[src/rtl/serial_write_arbiter.sv]
// Round-robin arbiter/sequencer sharing one SerialWriteBuffer between NUM_REQ requesters.
// Optional watchdog abort enabled by defining SERIAL_ARB_TIMEOUT_EN.
module serial_write_arbiter #(
    parameter int unsigned NUM_REQ        = 2,
    parameter int unsigned BUF_SIZE       = 8,
    parameter int unsigned TIMEOUT_CYCLES = 4096,
    localparam int unsigned OWNER_W       = (NUM_REQ > 1) ? $clog2(NUM_REQ) : 1
) (
    input  logic                         sys_clk,
    input  logic                         rst,
    input  logic [NUM_REQ-1:0]           req,
    input  logic [NUM_REQ*BUF_SIZE-1:0]  req_data,
    output logic [NUM_REQ-1:0]           ack,
    output logic [NUM_REQ-1:0]           done,
    output logic [OWNER_W-1:0]           owner,
    output logic                         active,
    output logic                         buf_start,
    output logic [BUF_SIZE-1:0]          buf_data,
    input  logic                         buf_busy,
    output logic                         timeout_err
);

    typedef enum logic [1:0] {
        IDLE      = 2'd0,
        START     = 2'd1,
        WAIT_BUSY = 2'd2,
        WAIT_DONE = 2'd3
    } state_t;

    if (NUM_REQ < 2 || NUM_REQ > 8 || BUF_SIZE < 1 || TIMEOUT_CYCLES < 2) begin : g_param_check
        $error("serial_write_arbiter: illegal parameter value");
    end

    state_t               state, state_nx;
    logic [OWNER_W-1:0]   ptr, ptr_nx;
    logic [OWNER_W-1:0]   owner_nx;
    logic [OWNER_W-1:0]   next_ptr;
    logic [BUF_SIZE-1:0]  data_nx;
    logic [NUM_REQ-1:0]   ack_nx, done_nx;
    logic                 active_nx, start_nx;
    logic                 grant_found;
    logic [OWNER_W-1:0]   grant_idx;
    logic [BUF_SIZE-1:0]  grant_data;
    logic [OWNER_W:0]     scan_sum;

`ifdef SERIAL_ARB_TIMEOUT_EN
    localparam int unsigned CNT_W = $clog2(TIMEOUT_CYCLES);
    logic [CNT_W-1:0]     cnt, cnt_nx;
    logic                 tmo_nx;
`endif

    // Pointer moves past the requester just served so it becomes lowest priority.
    assign next_ptr = (owner == OWNER_W'(NUM_REQ - 1)) ? '0 : owner + OWNER_W'(1);

    // Round-robin scan starting at ptr, plus the data mux for the winner.
    always_comb begin
        grant_found = 1'b0;
        grant_idx   = '0;
        grant_data  = '0;
        scan_sum    = '0;
        for (int unsigned i = 0; i < NUM_REQ; i++) begin
            scan_sum = {1'b0, ptr} + (OWNER_W+1)'(i);
            if (scan_sum >= (OWNER_W+1)'(NUM_REQ))
                scan_sum = scan_sum - (OWNER_W+1)'(NUM_REQ);
            if (!grant_found && req[scan_sum[OWNER_W-1:0]]) begin
                grant_found = 1'b1;
                grant_idx   = scan_sum[OWNER_W-1:0];
            end
        end
        for (int unsigned k = 0; k < NUM_REQ; k++) begin
            if (OWNER_W'(k) == grant_idx)
                grant_data = req_data[k*BUF_SIZE +: BUF_SIZE];
        end
    end

    always_comb begin
        state_nx  = state;
        ptr_nx    = ptr;
        owner_nx  = owner;
        data_nx   = buf_data;
        active_nx = active;
        ack_nx    = '0;
        done_nx   = '0;
        start_nx  = 1'b0;
`ifdef SERIAL_ARB_TIMEOUT_EN
        cnt_nx    = cnt;
        tmo_nx    = 1'b0;
`endif
        case (state)
            IDLE: begin
                if (grant_found && !buf_busy) begin
                    owner_nx          = grant_idx;
                    data_nx           = grant_data;
                    ack_nx[grant_idx] = 1'b1;
                    active_nx         = 1'b1;
                    state_nx          = START;
                end
            end
            START: begin
                start_nx = 1'b1;
                state_nx = WAIT_BUSY;
`ifdef SERIAL_ARB_TIMEOUT_EN
                cnt_nx   = '0;
`endif
            end
            WAIT_BUSY: begin
                if (buf_busy)
                    state_nx = WAIT_DONE;
            end
            WAIT_DONE: begin
                if (!buf_busy) begin
                    done_nx[owner] = 1'b1;
                    ptr_nx         = next_ptr;
                    active_nx      = 1'b0;
                    state_nx       = IDLE;
                end
            end
            default: state_nx = IDLE;
        endcase
`ifdef SERIAL_ARB_TIMEOUT_EN
        // Watchdog: a normal completion on the same cycle wins over the abort.
        if ((state == WAIT_BUSY || state == WAIT_DONE) && state_nx != IDLE) begin
            if (cnt == CNT_W'(TIMEOUT_CYCLES - 1)) begin
                tmo_nx    = 1'b1;
                ptr_nx    = next_ptr;
                active_nx = 1'b0;
                state_nx  = IDLE;
            end else begin
                cnt_nx = cnt + CNT_W'(1);
            end
        end
`endif
    end

    always_ff @(posedge sys_clk) begin
        if (rst) begin
            state       <= IDLE;
            ptr         <= '0;
            owner       <= '0;
            buf_data    <= '0;
            active      <= 1'b0;
            ack         <= '0;
            done        <= '0;
            buf_start   <= 1'b0;
`ifdef SERIAL_ARB_TIMEOUT_EN
            cnt         <= '0;
            timeout_err <= 1'b0;
`endif
        end else begin
            state       <= state_nx;
            ptr         <= ptr_nx;
            owner       <= owner_nx;
            buf_data    <= data_nx;
            active      <= active_nx;
            ack         <= ack_nx;
            done        <= done_nx;
            buf_start   <= start_nx;
`ifdef SERIAL_ARB_TIMEOUT_EN
            cnt         <= cnt_nx;
            timeout_err <= tmo_nx;
`endif
        end
    end

`ifndef SERIAL_ARB_TIMEOUT_EN
    assign timeout_err = 1'b0;
`endif

endmodule

[config.mk]
export PLATFORM = sky130hd
export DESIGN_NAME = serial_write_arbiter
export DESIGN_NICKNAME = d
export VERILOG_FILES = /design/src/rtl/serial_write_arbiter.sv
export SDC_FILE = /design/constraint.sdc
export NUM_CORES = 1
export LEC_CHECK = 0
export ABC_CLOCK_PERIOD_IN_PS = 1680
export BUFFER_PORTS_ARGS = -buffer_cell sky130_fd_sc_hd__buf_2
export CORE_ASPECT_RATIO = 0.6
export CORE_UTILIZATION = 35
export DETAILED_ROUTE_END_ITERATION = 6
export PLACE_DENSITY = 0.62
export SLEW_MARGIN = 20
export SYNTH_ARGS = -nofsm -noshare
export SYNTH_HDL_FRONTEND = slang
export SYNTH_SLANG_ARGS = --single-unit
[constraint.sdc]
create_clock -name sys_clk -period 1.68 [get_ports sys_clk]
set_input_delay 0.336 -clock sys_clk [delete_from_list [all_inputs] [get_ports sys_clk]]
set_output_delay 0.336 -clock sys_clk [all_outputs]
set_load 0.005 [all_outputs]
Yosys cells after proc, flatten, opt, wreduce, memory -nomap -nowiden
Index checks and enable logic that the tools add are counted.
Widths: inputs -> output; s select.
{"block": "word_totals", "reg_bits": 18, "inputBits": 21, "word_cells": 68}
{"block": "op_classes", "n_addsub": 4, "n_lt_le_gt_ge": 8, "eq_ne": 6, "n_mux": 24, "n_bitwise": 4, "reduce_logical": 14}
{"operator": "$mux 1", "n": 16}
{"operator": "$lt 1x2->1 const B", "n": 4}
{"operator": "$mux 8", "n": 1}
{"operator": "$pmux 2 s4", "n": 1}
{"operator": "$mux 2", "n": 3}
{"operator": "$ne 2x2->1 const B", "n": 3}
{"operator": "$reduce_and 3->1", "n": 2}
{"operator": "$reduce_or 3->1", "n": 2}
{"operator": "$eq 2x2->1 const B", "n": 2}
{"operator": "$logic_and 1x1->1", "n": 4}
{"operator": "$not 1->1", "n": 4}
{"operator": "$reduce_and 2->1", "n": 2}
{"operator": "$add 1x1->2 const B", "n": 1}
{"operator": "$demux 1 s1", "n": 2}
{"operator": "$eq 2x1->1 const B", "n": 1}
{"operator": "$ge 1x1->1 const B", "n": 2}
{"operator": "$ge 1x2->1 const B", "n": 1}
{"operator": "$ge 2x2->1 const B", "n": 1}
{"operator": "$logic_not 1->1", "n": 2}
{"operator": "$logic_not 2->1", "n": 1}
{"operator": "$pmux 1 s2", "n": 1}
{"operator": "$reduce_bool 2->1", "n": 1}
{"operator": "$sub 1x1->1 const B", "n": 2}
{"operator": "$add 1x1->1 const B", "n": 1}

Depth between registers and ports, before layout
Gate-level depths: netlist (run 1).
{"block": "depth", "depth_word": 12, "ltp_mapped": 6, "depth_no_buf": 5}

Least setup slack after synthesis (run 1)
OpenSTA, ideal clock, no wires.
{"block": "synth_path", "path_type": "flip-flop to flip-flop", "from": "register state[0]", "to": "register state[1]", "setup_time_ns": 0.072, "arrival_time_ns": 1.245, "required_time_ns": 1.608, "slack_ns": 0.364, "stages_incl_launch_ff": 6, "period_less_slack_ns": 1.316, "path_cell_list": "dfxtp_1 inv_1 ha_1 mux2_2 o22ai_1 mux2i_1"}
{"block": "synth_between", "elab_chain_cells": 3}
{"element": "start, declared", "line_no": "34", "rtl": "state_t state, state_nx;"}
{"element": "start signal, assigned", "line_no": "150", "rtl": "state <= state_nx;"}
{"element": "$eq 2x2->1 or $logic_not 2->1 (tied branches)", "line_no": "89", "rtl": "case (state)"}
{"element": "$ne 2x2->1 (no line)"}
{"element": "$reduce_and 3->1 (no line)"}
Parallel ways exist; a longest one is shown, timed or not.
A chain may end at the register's enable or synchronous reset.

Worst setup path after layout (run 1)
Same ends and word-level chain as after synthesis.

==> flow_metrics.env, run 1 <==
export IMPL_ctsResizeCount=0
export IMPL_critPathCaptureType="register"
export IMPL_min_path_cells=3
export IMPL_first_global_vias=718
export IMPL_syn_nets=122
export IMPL_ys_seq_area_frac=0.410
export IMPL_cts_sinks=18
export IMPL_root_buffer="clkbuf_8"
export IMPL_n_antenna_cell=0
export IMPL_critPathKind="reg -> reg"
export IMPL_reg2reg_depth=5
export IMPL_grt_pass1_wl_um=3310
export IMPL_hold_path_class="in -> reg"
export IMPL_routed_wl_met2_um=825
export IMPL_fmax_ghz=0.682
export IMPL_top_layer_used="met4"
export IMPL_status="finished clean"
export IMPL_dieArea_um2=2720
export IMPL_path_clk_slew_ns=0.06
export IMPL_syn_area_um2=878
export IMPL_die_x_um=66.7
export IMPL_r2r_start="state[0]$_SDFFE_PP0P_"
export IMPL_relSlewSlack=0.639
export IMPL_setup_tns_ns=0
export IMPL_worstHoldEndpoint="buf_data[1]$_SDFFE_PP0P_"
export IMPL_hold_viol=0
export IMPL_synth_seq_cells=18
export IMPL_nNetsFinal=156
export IMPL_cts_hold_fix_buffers=0
export IMPL_cts_setup_buffers=0
export IMPL_drt_pre_antenna_iters=4
export IMPL_peakVddDrop_uv=408
export IMPL_drtIter0Drc=57
export IMPL_antenna_found_initial=0
export IMPL_fin_ws_ns=0.214
export IMPL_synth_warnings=0
export IMPL_wire_per_inst_um=13.1
export IMPL_tightest_slew_ns=0.539
export IMPL_die_h_um=40.8
export IMPL_start_util=0.388
export IMPL_core_um2=2260
export IMPL_portBuffers=35
export IMPL_h_tree_depth=1
export IMPL_gp_congestion=0.758
export IMPL_place_worst_setup_slack_ns=0.219
export IMPL_slew_violations=0
export IMPL_area_delta_synth_final_pct=25.5
export IMPL_vias=826
export IMPL_setup_viol=0
export IMPL_ys_types=29
export IMPL_holdCritStartpoint="req_data[1]"
export IMPL_cts_buffers=3
export IMPL_synth_avg_cell_area_um2=9.06
export IMPL_cellPowerDensity_nw_per_um2=1290
export IMPL_grt_start_max_net_pins=20
export IMPL_fillers=232
export IMPL_syn_inst=97
export IMPL_grt_usage=0.171
export IMPL_cts_tree="built"
export IMPL_clkLatencyLatePin_ns=0.25
export IMPL_arrival_ns=1.65
export IMPL_io_pins=37
export IMPL_layout_drive_gt1_share=0.341
export IMPL_ant_nets=0
export IMPL_rows=13
export IMPL_cts_buffer_depth=2
export IMPL_drc=0
export IMPL_cp_max_fo=4
export IMPL_gr_total_overflow=0
export IMPL_rr_endpoint="state[1]$_SDFFE_PP0P_"
export IMPL_critPathRequiredTime_ns=1.86
export IMPL_routed_wl_met3_um=161
export IMPL_startpoint_type="register"
export IMPL_fin_crit_sh=0.873
export IMPL_avgViaCountPerCell=5.19
export IMPL_rsz0062_at_grt="false"
export IMPL_period_needed_ns=1.47
export IMPL_hpwl_um=1580
export IMPL_skew_ns=0.000856
export IMPL_reg2reg_slack_ns=0.21
export IMPL_p_leak_nw=0.481
export IMPL_cap_violations=0
export IMPL_routed_wl_um=2090
export IMPL_wirelength_met1_um=1070
## metal layers
layer,vias up,track usage
met4,0,0.0691
met3,5,0.0444
met2,33,0.253
met5,-,0
met1,370,0.238
li1,418,-
## power by group
| group | switching (mW) | internal [mW] |
|---|---|---|
| combinational | 0.291 | 0.250 |
| sequential | 0.0609 | 0.524 |
| clock | 0.136 | 0.159 |
| total | 0.488 | 0.932 |
## area by class of cell
cell class	instances	area [µm²]	share of cell area
multi-input cells	67	458	0.415
flip-flops and latches	18	360	0.327
repair buffers	37	190	0.173
clock buffers	3	41.3	0.0375
well taps	30	37.5	0.0341
inverters	4	15.0	0.0136
## cell usage in the layout, fill, tap and decap left out, drive strengths merged, types with 2 or more instances in the layout
master | Yosys | layout
nor2 | 4 | 4
o21ai | 9 | 9
nor3 | 2 | 2
nand2b | 3 | 3
clkbuf | 4 | 3
nor3b | 2 | 2
inv | 4 | 4
buf | 4 | 37
a311oi | 8 | 8
a21oi | 12 | 12
ha | 4 | 4
nand3b | 8 | 8
dfxtp | 18 | 18
## stage by stage
| stage | area, µm² | hold slack (ns) | cells | power (mW) | utilization |
|---|---|---|---|---|---|
| floorplan | 878 | 0.448 | 97 | 0.941 | - |
| global placement | 1060 | 0.479 | 156 | 1.12 | 0.469 |
| detailed placement | 1060 | 0.484 | 156 | 1.13 | 0.469 |
| CTS | 1100 | 0.365 | 159 | 1.43 | 0.488 |
| global route | 1100 | 0.368 | 159 | 1.53 | 0.488 |
| finish | 1100 | 0.364 | 159 | 1.42 | 0.488 |
## critical path, cell delays in order, from the launching register on
cell     delay (ns)
dfxtp_1        0.38
inv_1          0.08
ha_1           0.23
mux2_2         0.26
o22ai_1        0.24
mux2i_1        0.21
## worst max path at each step
stage	start	end	slack [ns]	cells after the start
floorplan	state[0]$_SDFFE_PP0P_	state[1]$_SDFFE_PP0P_	0.36	5
global placement	state[0]$_SDFFE_PP0P_	state[1]$_SDFFE_PP0P_	0.24	5
detailed placement	req[1]	buf_data[2]$_SDFFE_PP0P_	0.22	4
CTS	state[0]$_SDFFE_PP0P_	state[1]$_SDFFE_PP0P_	0.22	5
global route	state[0]$_SDFFE_PP0P_	state[1]$_SDFFE_PP0P_	0.12	5
finish	state[0]$_SDFFE_PP0P_	state[1]$_SDFFE_PP0P_	0.21	5
## kinds of logic after synthesis
group / count (synthesis) / share of synthesized area
adders and majority gates: 4 / 0.0570
AOI/OAI and AO/OA: 34 / 0.244
muxes: 2 / 0.0242
and+or+nand+nor: 26 / 0.192
other: 1 / 0.00427
DFF: 18 / 0.410
buffers and inverters: 12 / 0.0684
## sequential cells by signal, indices dropped and copies added (netlist names)
name	count
buf_data	8
buf_start	1
done	2
ack	2
ptr	1
state	2
owner	1
active	1
## synthesized netlist by cell type, drive strengths merged
library cell / n / share of area
clkbuf: 4 / 0.017
nor2: 4 / 0.017
nor3b: 2 / 0.017
nand2b: 3 / 0.021
o21a: 1 / 0.0086
and2b: 1 / 0.011
o22ai: 1 / 0.0071
o21ba: 1 / 0.011
nor4: 1 / 0.0071
mux2i: 1 / 0.011
nor4bb: 1 / 0.011
inv: 4 / 0.017
nand2: 1 / 0.0043
o21bai: 1 / 0.0086
o21ai: 9 / 0.051
dfxtp: 18 / 0.41
buf: 4 / 0.034
nand3b: 8 / 0.068
ha: 4 / 0.057
nor3: 2 / 0.011
conb: 1 / 0.0043
a311oi: 8 / 0.080
or3: 1 / 0.0071
mux2: 1 / 0.013
nor2b: 1 / 0.0071
a21oi: 12 / 0.068
a211oi: 1 / 0.0086
or4: 1 / 0.0086
(Power assumes the default switching activity.)
==> run 2: changes to the inputs <==
--- a/config.mk
+++ b/config.mk
@@ -7,10 +7,9 @@
 export LEC_CHECK = 0
 export ABC_CLOCK_PERIOD_IN_PS = 1680
 export BUFFER_PORTS_ARGS = -buffer_cell sky130_fd_sc_hd__buf_2
-export CORE_ASPECT_RATIO = 0.6
-export CORE_UTILIZATION = 35
+export CORE_UTILIZATION = 46
 export DETAILED_ROUTE_END_ITERATION = 6
-export PLACE_DENSITY = 0.62
+export PLACE_DENSITY = 0.77
 export SLEW_MARGIN = 20
 export SYNTH_ARGS = -nofsm -noshare
 export SYNTH_HDL_FRONTEND = slang
==> run 2 against run 1 <==
Against the previous run: first-iteration DRC count shrank 95%; power shrank 3.2%; cell area fell by 1.0%; register-to-register slack barely moved; sequential power hardly changed; clock power decreased by 11%; critical path type unchanged; largest power group unchanged.
==> flow_metrics.env, run 2 (synthesis gave the netlist of run 1 again) <==
export IMPL_status="finished clean"
export IMPL_critPathCaptureType="register"
export IMPL_grt_start_max_net_pins=20
export IMPL_r2r_start="state[0]$_SDFFE_PP0P_"
export IMPL_design_area_um2=1090
export IMPL_fmax_ghz=0.683
export IMPL_relSlewSlack=0.659
export IMPL_cp_endpoint="state[1]$_SDFFE_PP0P_"
export IMPL_rsz0062_at_grt="false"
export IMPL_p_int_mw=0.903
export IMPL_reg2reg_depth=5
export IMPL_area_delta_synth_final_pct=24.2
export IMPL_clkPwrFrac=0.191
export IMPL_power_frac_comb=0.386
export IMPL_p_total_mw=1.37
export IMPL_hold_viol=0
export IMPL_cap_violations=0
export IMPL_hold_path_class="in -> reg"
export IMPL_stdcell_count=155
export IMPL_dp_cells=151
export IMPL_nNetsFinal=156
export IMPL_setup_viol=0
export IMPL_final_common_cell="buf_2"
export IMPL_critPathLaunch="state[0]$_SDFFE_PP0P_"
export IMPL_grt_usage=0.192
export IMPL_vias=831
export IMPL_cts_tree="built"
export IMPL_switchingPower_mw=0.471
export IMPL_first_global_vias=687
export IMPL_final_util=0.618
export IMPL_seqCellArea_um2=360
export IMPL_clkLatencyLatePin_ns=0.29
export IMPL_multi_input_area_um2=458
export IMPL_fillers=164
export IMPL_rr_endpoint="state[1]$_SDFFE_PP0P_"
export IMPL_tightest_slew_ns=0.509
export IMPL_gp_congestion=0.720
export IMPL_holdCritStartpoint="req_data[6]"
export IMPL_critPathRequiredTime_ns=1.90
export IMPL_startpoint_type="register"
export IMPL_layout_drive_gt1_share=0.346
export IMPL_n_antenna_cell=0
export IMPL_peakVddDrop_uv=837
export IMPL_slew_violations=0
export IMPL_rows=15
export IMPL_die_h_um=45.7
export IMPL_cts_hold_fix_buffers=0
export IMPL_skew_ns=0.00594
export IMPL_ant_nets=0
export IMPL_critPathKind="reg -> reg"
export IMPL_arrival_ns=1.68
export IMPL_seqPwrFrac=0.423
export IMPL_largest_register_ffs=8
export IMPL_grt_pass1_wl_um=2900
export IMPL_path_clk_slew_ns=0.10
export IMPL_gr_total_overflow=0
export IMPL_ctsResizeCount=0
export IMPL_core_um2=1760
export IMPL_routed_wl_um=1880
export IMPL_period_needed_ns=1.46
export IMPL_cts_buffer_depth=2
export IMPL_drtIter0Drc=3
export IMPL_fin_crit_sh=0.871
export IMPL_start_util=0.498
export IMPL_portBuffers=35
export IMPL_avgViaCountPerCell=5.36
export IMPL_cellPowerDensity_nw_per_um2=1260
export IMPL_cts_setup_buffers=0
export IMPL_whs_ns=0.315
export IMPL_hpwl_um=1340
export IMPL_wire_per_inst_um=12.2
export IMPL_dpl_cell_area_um2=1050
export IMPL_swShare=0.343
export IMPL_antenna_found_initial=0
export IMPL_setup_tns_ns=0
export IMPL_final_cell_mix="buf_2 (35), dfxtp_1 (18), a21oi_1 (12)"
export IMPL_h_tree_depth=1
export IMPL_cts_buffers=3
export IMPL_drc=0
export IMPL_cts_sinks=18
export IMPL_p_leak_nw=0.481
export IMPL_die_x_um=45.7
export IMPL_dieArea_um2=2090
export IMPL_reg2reg_slack_ns=0.22
export IMPL_cp_max_fo=4
export IMPL_fin_ws_ns=0.217
export IMPL_regMostFlops="buf_data"
export IMPL_drt_pre_antenna_iters=4
export IMPL_root_buffer="clkbuf_4"
export IMPL_io_pins=37
export IMPL_place_worst_setup_slack_ns=0.226
run 2: cell types whose count changed in the layout (fill, tap and decap cells not counted):
cell | previous run | this run
clkbuf_8 | 3 | 1
clkbuf_4 | 0 | 3
run 2: power groups by stage:
| stage | combinational [mW] | sequential (mW) | clock, mW |
|---|---|---|---|
| 3_5_place_dp | 0.531 | 0.590 | 0 |
| 4_1_cts | 0.533 | 0.581 | 0.271 |
| 2_1_floorplan | 0.349 | 0.591 | 0 |
| 3_3_place_gp | 0.519 | 0.586 | 0 |
| 5_1_grt | 0.588 | 0.593 | 0.285 |
| 6_report | 0.530 | 0.581 | 0.263 |
run 2: layout make-up:
cell class | instances | area share
inverter | 4 | 0.0138
timing repair buffer | 37 | 0.174
tap | 25 | 0.0287
multi-input combinational | 67 | 0.420
sequential | 18 | 0.330
clock buffer | 4 | 0.0333
run 2: worst max-delay path, cell delays in order, from the launching register on:
cell	delay [ns]
dfxtp_1	0.39
inv_1	0.08
ha_1	0.23
mux2_2	0.26
o22ai_1	0.22
mux2i_1	0.22
run 2: worst min-delay path by stage:
stage               cells past startpoint                       end
CTS                                     3  buf_data[4]$_SDFFE_PP0P_
global route                            3  buf_data[3]$_SDFFE_PP0P_
finish                                  3  buf_data[6]$_SDFFE_PP0P_
detailed placement                      1        done[0]$_SDFF_PP0_
global placement                        2          ptr$_SDFFE_PP0P_
floorplan                               2          ptr$_SDFFE_PP0P_
run 2: layer usage:
layer,share of wire,GRT usage,vias to the layer above
li1,-,-,419
met1,0.48,0.244,375
met2,0.46,0.306,33
met3,0.045,0.0278,4
met4,0.014,0.112,0
met5,0,0,-
==> run 3: changes to the inputs <==
--- a/config.mk
+++ b/config.mk
@@ -5,8 +5,9 @@
 export SDC_FILE = /design/constraint.sdc
 export NUM_CORES = 1
 export LEC_CHECK = 0
+export ABC_AREA = 1
 export ABC_CLOCK_PERIOD_IN_PS = 1680
-export BUFFER_PORTS_ARGS = -buffer_cell sky130_fd_sc_hd__buf_2
+export BUFFER_PORTS_ARGS = -buffer_cell sky130_fd_sc_hd__clkbuf_2
 export CORE_UTILIZATION = 46
 export DETAILED_ROUTE_END_ITERATION = 6
 export PLACE_DENSITY = 0.77
==> run 3 against run 2 <==
Against the previous run: sequential cell count did not move; synthesized cell count rose by 31%; global-route usage rose by 0.28 points; critical path type unchanged; highest routed layer unchanged; cell count rose by 21%; core utilization rose by 0.071 points; clock skew fell by 0.0037 ns.
==> flow_metrics.env, run 3 <==
export IMPL_rsz0062_at_grt="false"
export IMPL_cp_max_fo=19
export IMPL_min_path_cells=2
export IMPL_setup_tns_ns=0
export IMPL_clkLatencyLatePin_ns=0.29
export IMPL_cts_hold_fix_buffers=0
export IMPL_drt_pre_antenna_iters=4
export IMPL_final_cell_mix="clkbuf_2 (35), nor2_1 (30), nand2_1 (29)"
export IMPL_die_x_um=46.0
export IMPL_reg2reg_slack_ns=0.26
export IMPL_crit_path_frequent_cell="nand2_1"
export IMPL_syn_inst=127
export IMPL_arrival_ns=1.65
export IMPL_reg2reg_depth=6
export IMPL_synth_commonest_cells="nor2_1 (30), nand2_1 (29), dfxtp_1 (18)"
export IMPL_area_delta_synth_final_pct=22.6
export IMPL_hpwl_um=1380
export IMPL_slew_violations=0
export IMPL_final_common_cell="clkbuf_2"
export IMPL_critPathCaptureType="register"
export IMPL_critPathRequiredTime_ns=1.91
export IMPL_layout_drive_gt1_share=0.272
export IMPL_regMostFlops="buf_data"
export IMPL_drtIter0Drc=14
export IMPL_die_h_um=46.0
export IMPL_top_layer_used="met4"
export IMPL_critPathMaxStageDelay_ns=0.35
export IMPL_yosysMostFrequentCell="nor2_1"
export IMPL_avgViaCountPerCell=4.45
export IMPL_fmax_ghz=0.706
export IMPL_p_leak_nw=0.592
export IMPL_routed_wl_met3_um=92
export IMPL_synth_area_leader_cell="dfxtp_1"
export IMPL_fillers=190
export IMPL_start_util=0.505
export IMPL_wire_per_inst_um=9.52
export IMPL_gp_congestion=0.728
export IMPL_cellPowerDensity_nw_per_um2=1250
export IMPL_cts_tree="built"
export IMPL_skew_ns=0.00222
export IMPL_slowest_stage="dfxtp_1"
export IMPL_hold_viol=0
export IMPL_gr_total_overflow=0
export IMPL_worstHoldEndpoint="buf_start$_SDFF_PP0_"
export IMPL_synth_async_reset_ratio=0
export IMPL_cts_setup_buffers=0
export IMPL_cts_sinks=18
export IMPL_synth_edf_count=0
export IMPL_io_pins=37
export IMPL_fin_crit_sh=0.843
export IMPL_syn_area_um2=891
export IMPL_routed_wl_um=1780
export IMPL_status="finished clean"
export IMPL_rr_endpoint="active$_SDFFE_PP0P_"
export IMPL_antenna_found_initial=0
export IMPL_peakVddDrop_uv=825
export IMPL_dieArea_um2=2120
export IMPL_holdCritStartpoint="rst"
export IMPL_root_buffer="clkbuf_4"
export IMPL_first_global_vias=733
export IMPL_syn_nets=152
export IMPL_synth_ff_type="dfxtp_1"
export IMPL_ant_nets=0
export IMPL_design_area_um2=1090
export IMPL_nNetsFinal=188
export IMPL_startpoint_type="register"
export IMPL_portBuffers=35
export IMPL_critPathKind="reg -> reg"
export IMPL_synth_avg_cell_area_um2=7.01
export IMPL_path_clk_slew_ns=0.10
export IMPL_cp_cell_sequence="inv_1 -> ha_1 -> nand2_1 -> nor2_8 -> nand2_1 -> o21ai_1"
export IMPL_cts_buffer_depth=2
export IMPL_grt_usage=0.194
export IMPL_ctsResizeCount=0
export IMPL_yosysTopAreaCellShare=0.404
export IMPL_core_um2=1760
export IMPL_rows=15
export IMPL_period_needed_ns=1.42
export IMPL_cts_buffers=3
export IMPL_h_tree_depth=1
export IMPL_grt_start_max_net_pins=20
export IMPL_hold_path_class="in -> reg"
export IMPL_vias=833
export IMPL_ys_types=19
export IMPL_synthTopCellsByArea="dfxtp_1 (40%), nor2_1 (13%), nand2_1 (12%)"
export IMPL_ys_seq_area_frac=0.404
export IMPL_synth_seq_cells=18
export IMPL_p_total_mw=1.36
export IMPL_wirelength_met1_um=794
export IMPL_drc=0
export IMPL_r2r_start="state[0]$_SDFFE_PP0P_"
export IMPL_dpl_cell_area_um2=1060
export IMPL_cap_violations=0
export IMPL_routed_wl_met2_um=851
export IMPL_grt_pass1_wl_um=2960
export IMPL_setup_viol=0
export IMPL_n_antenna_cell=0
export IMPL_largest_register_ffs=8
export IMPL_synth_warnings=0
## run 3: final cells by class
| class | instances | area [µm²] | area share |
|---|---|---|---|
| clock buffers | 4 | 36.3 | 0.0332 |
| repair buffers | 35 | 175 | 0.160 |
| inverters | 19 | 71.3 | 0.0653 |
| well taps | 25 | 31.3 | 0.0286 |
| multi-input cells | 86 | 418 | 0.383 |
| flip-flops and latches | 18 | 360 | 0.330 |
## run 3: where the power goes
group | leakage (nW) | internal [mW] | switching (mW)
logic | 0.423 | 0.211 | 0.313
registers | 0.148 | 0.520 | 0.0553
clock network | 0.0210 | 0.132 | 0.133
total | 0.592 | 0.863 | 0.501
## run 3: cell families after synthesis
| logic type | count (synthesis) | synth area share |
|---|---|---|
| compound gates | 12 | 0.0815 |
| flops | 18 | 0.404 |
| buf+inv | 23 | 0.126 |
| other cells | 1 | 0.00421 |
| fa+ha+maj | 4 | 0.0562 |
| simple gates | 69 | 0.327 |
## run 3: worst max-delay path by stage
stage                     depth (start not counted)                  start                  endpoint  slack (ns)
after floorplan                                   7  state[0]$_SDFFE_PP0P_  buf_data[0]$_SDFFE_PP0P_        0.43
after global placement                            6  state[0]$_SDFFE_PP0P_       active$_SDFFE_PP0P_        0.36
after detailed placement                          6  state[1]$_SDFFE_PP0P_        owner$_SDFFE_PP0P_        0.29
after CTS                                         6  state[1]$_SDFFE_PP0P_        owner$_SDFFE_PP0P_        0.26
after global routing                              6  state[0]$_SDFFE_PP0P_        owner$_SDFFE_PP0P_        0.08
final                                             6  state[0]$_SDFFE_PP0P_       active$_SDFFE_PP0P_        0.26
## run 3: worst max-delay path: cells and delay by family, from the launching register on
kind                     cells  cell delay [ns]
AND/OR/NAND/NOR              3             0.53
flip-flops                   1             0.35
adder cells (fa/ha/maj)      1             0.22
AO/OA/AOI/OAI                1             0.14
buffers and inverters        1             0.11
## run 3: layer usage
layer  vias up  track usage
met2        31        0.310
met4         0        0.118
met1       341        0.240
li1        455            -
met5         -            0
met3         6       0.0357
## run 3: per-stage QoR
stage / setup slack, ns / hold WS, ns / cells / utilization
3_5_place_dp: 0.294 / 0.451 / 183 / 0.599
5_1_grt: 0.0751 / 0.225 / 187 / 0.619
6_report: 0.263 / 0.224 / 187 / 0.619
2_1_floorplan: 0.431 / 0.407 / 127 / -
4_1_cts: 0.265 / 0.218 / 187 / 0.619
3_3_place_gp: 0.360 / 0.440 / 183 / 0.599
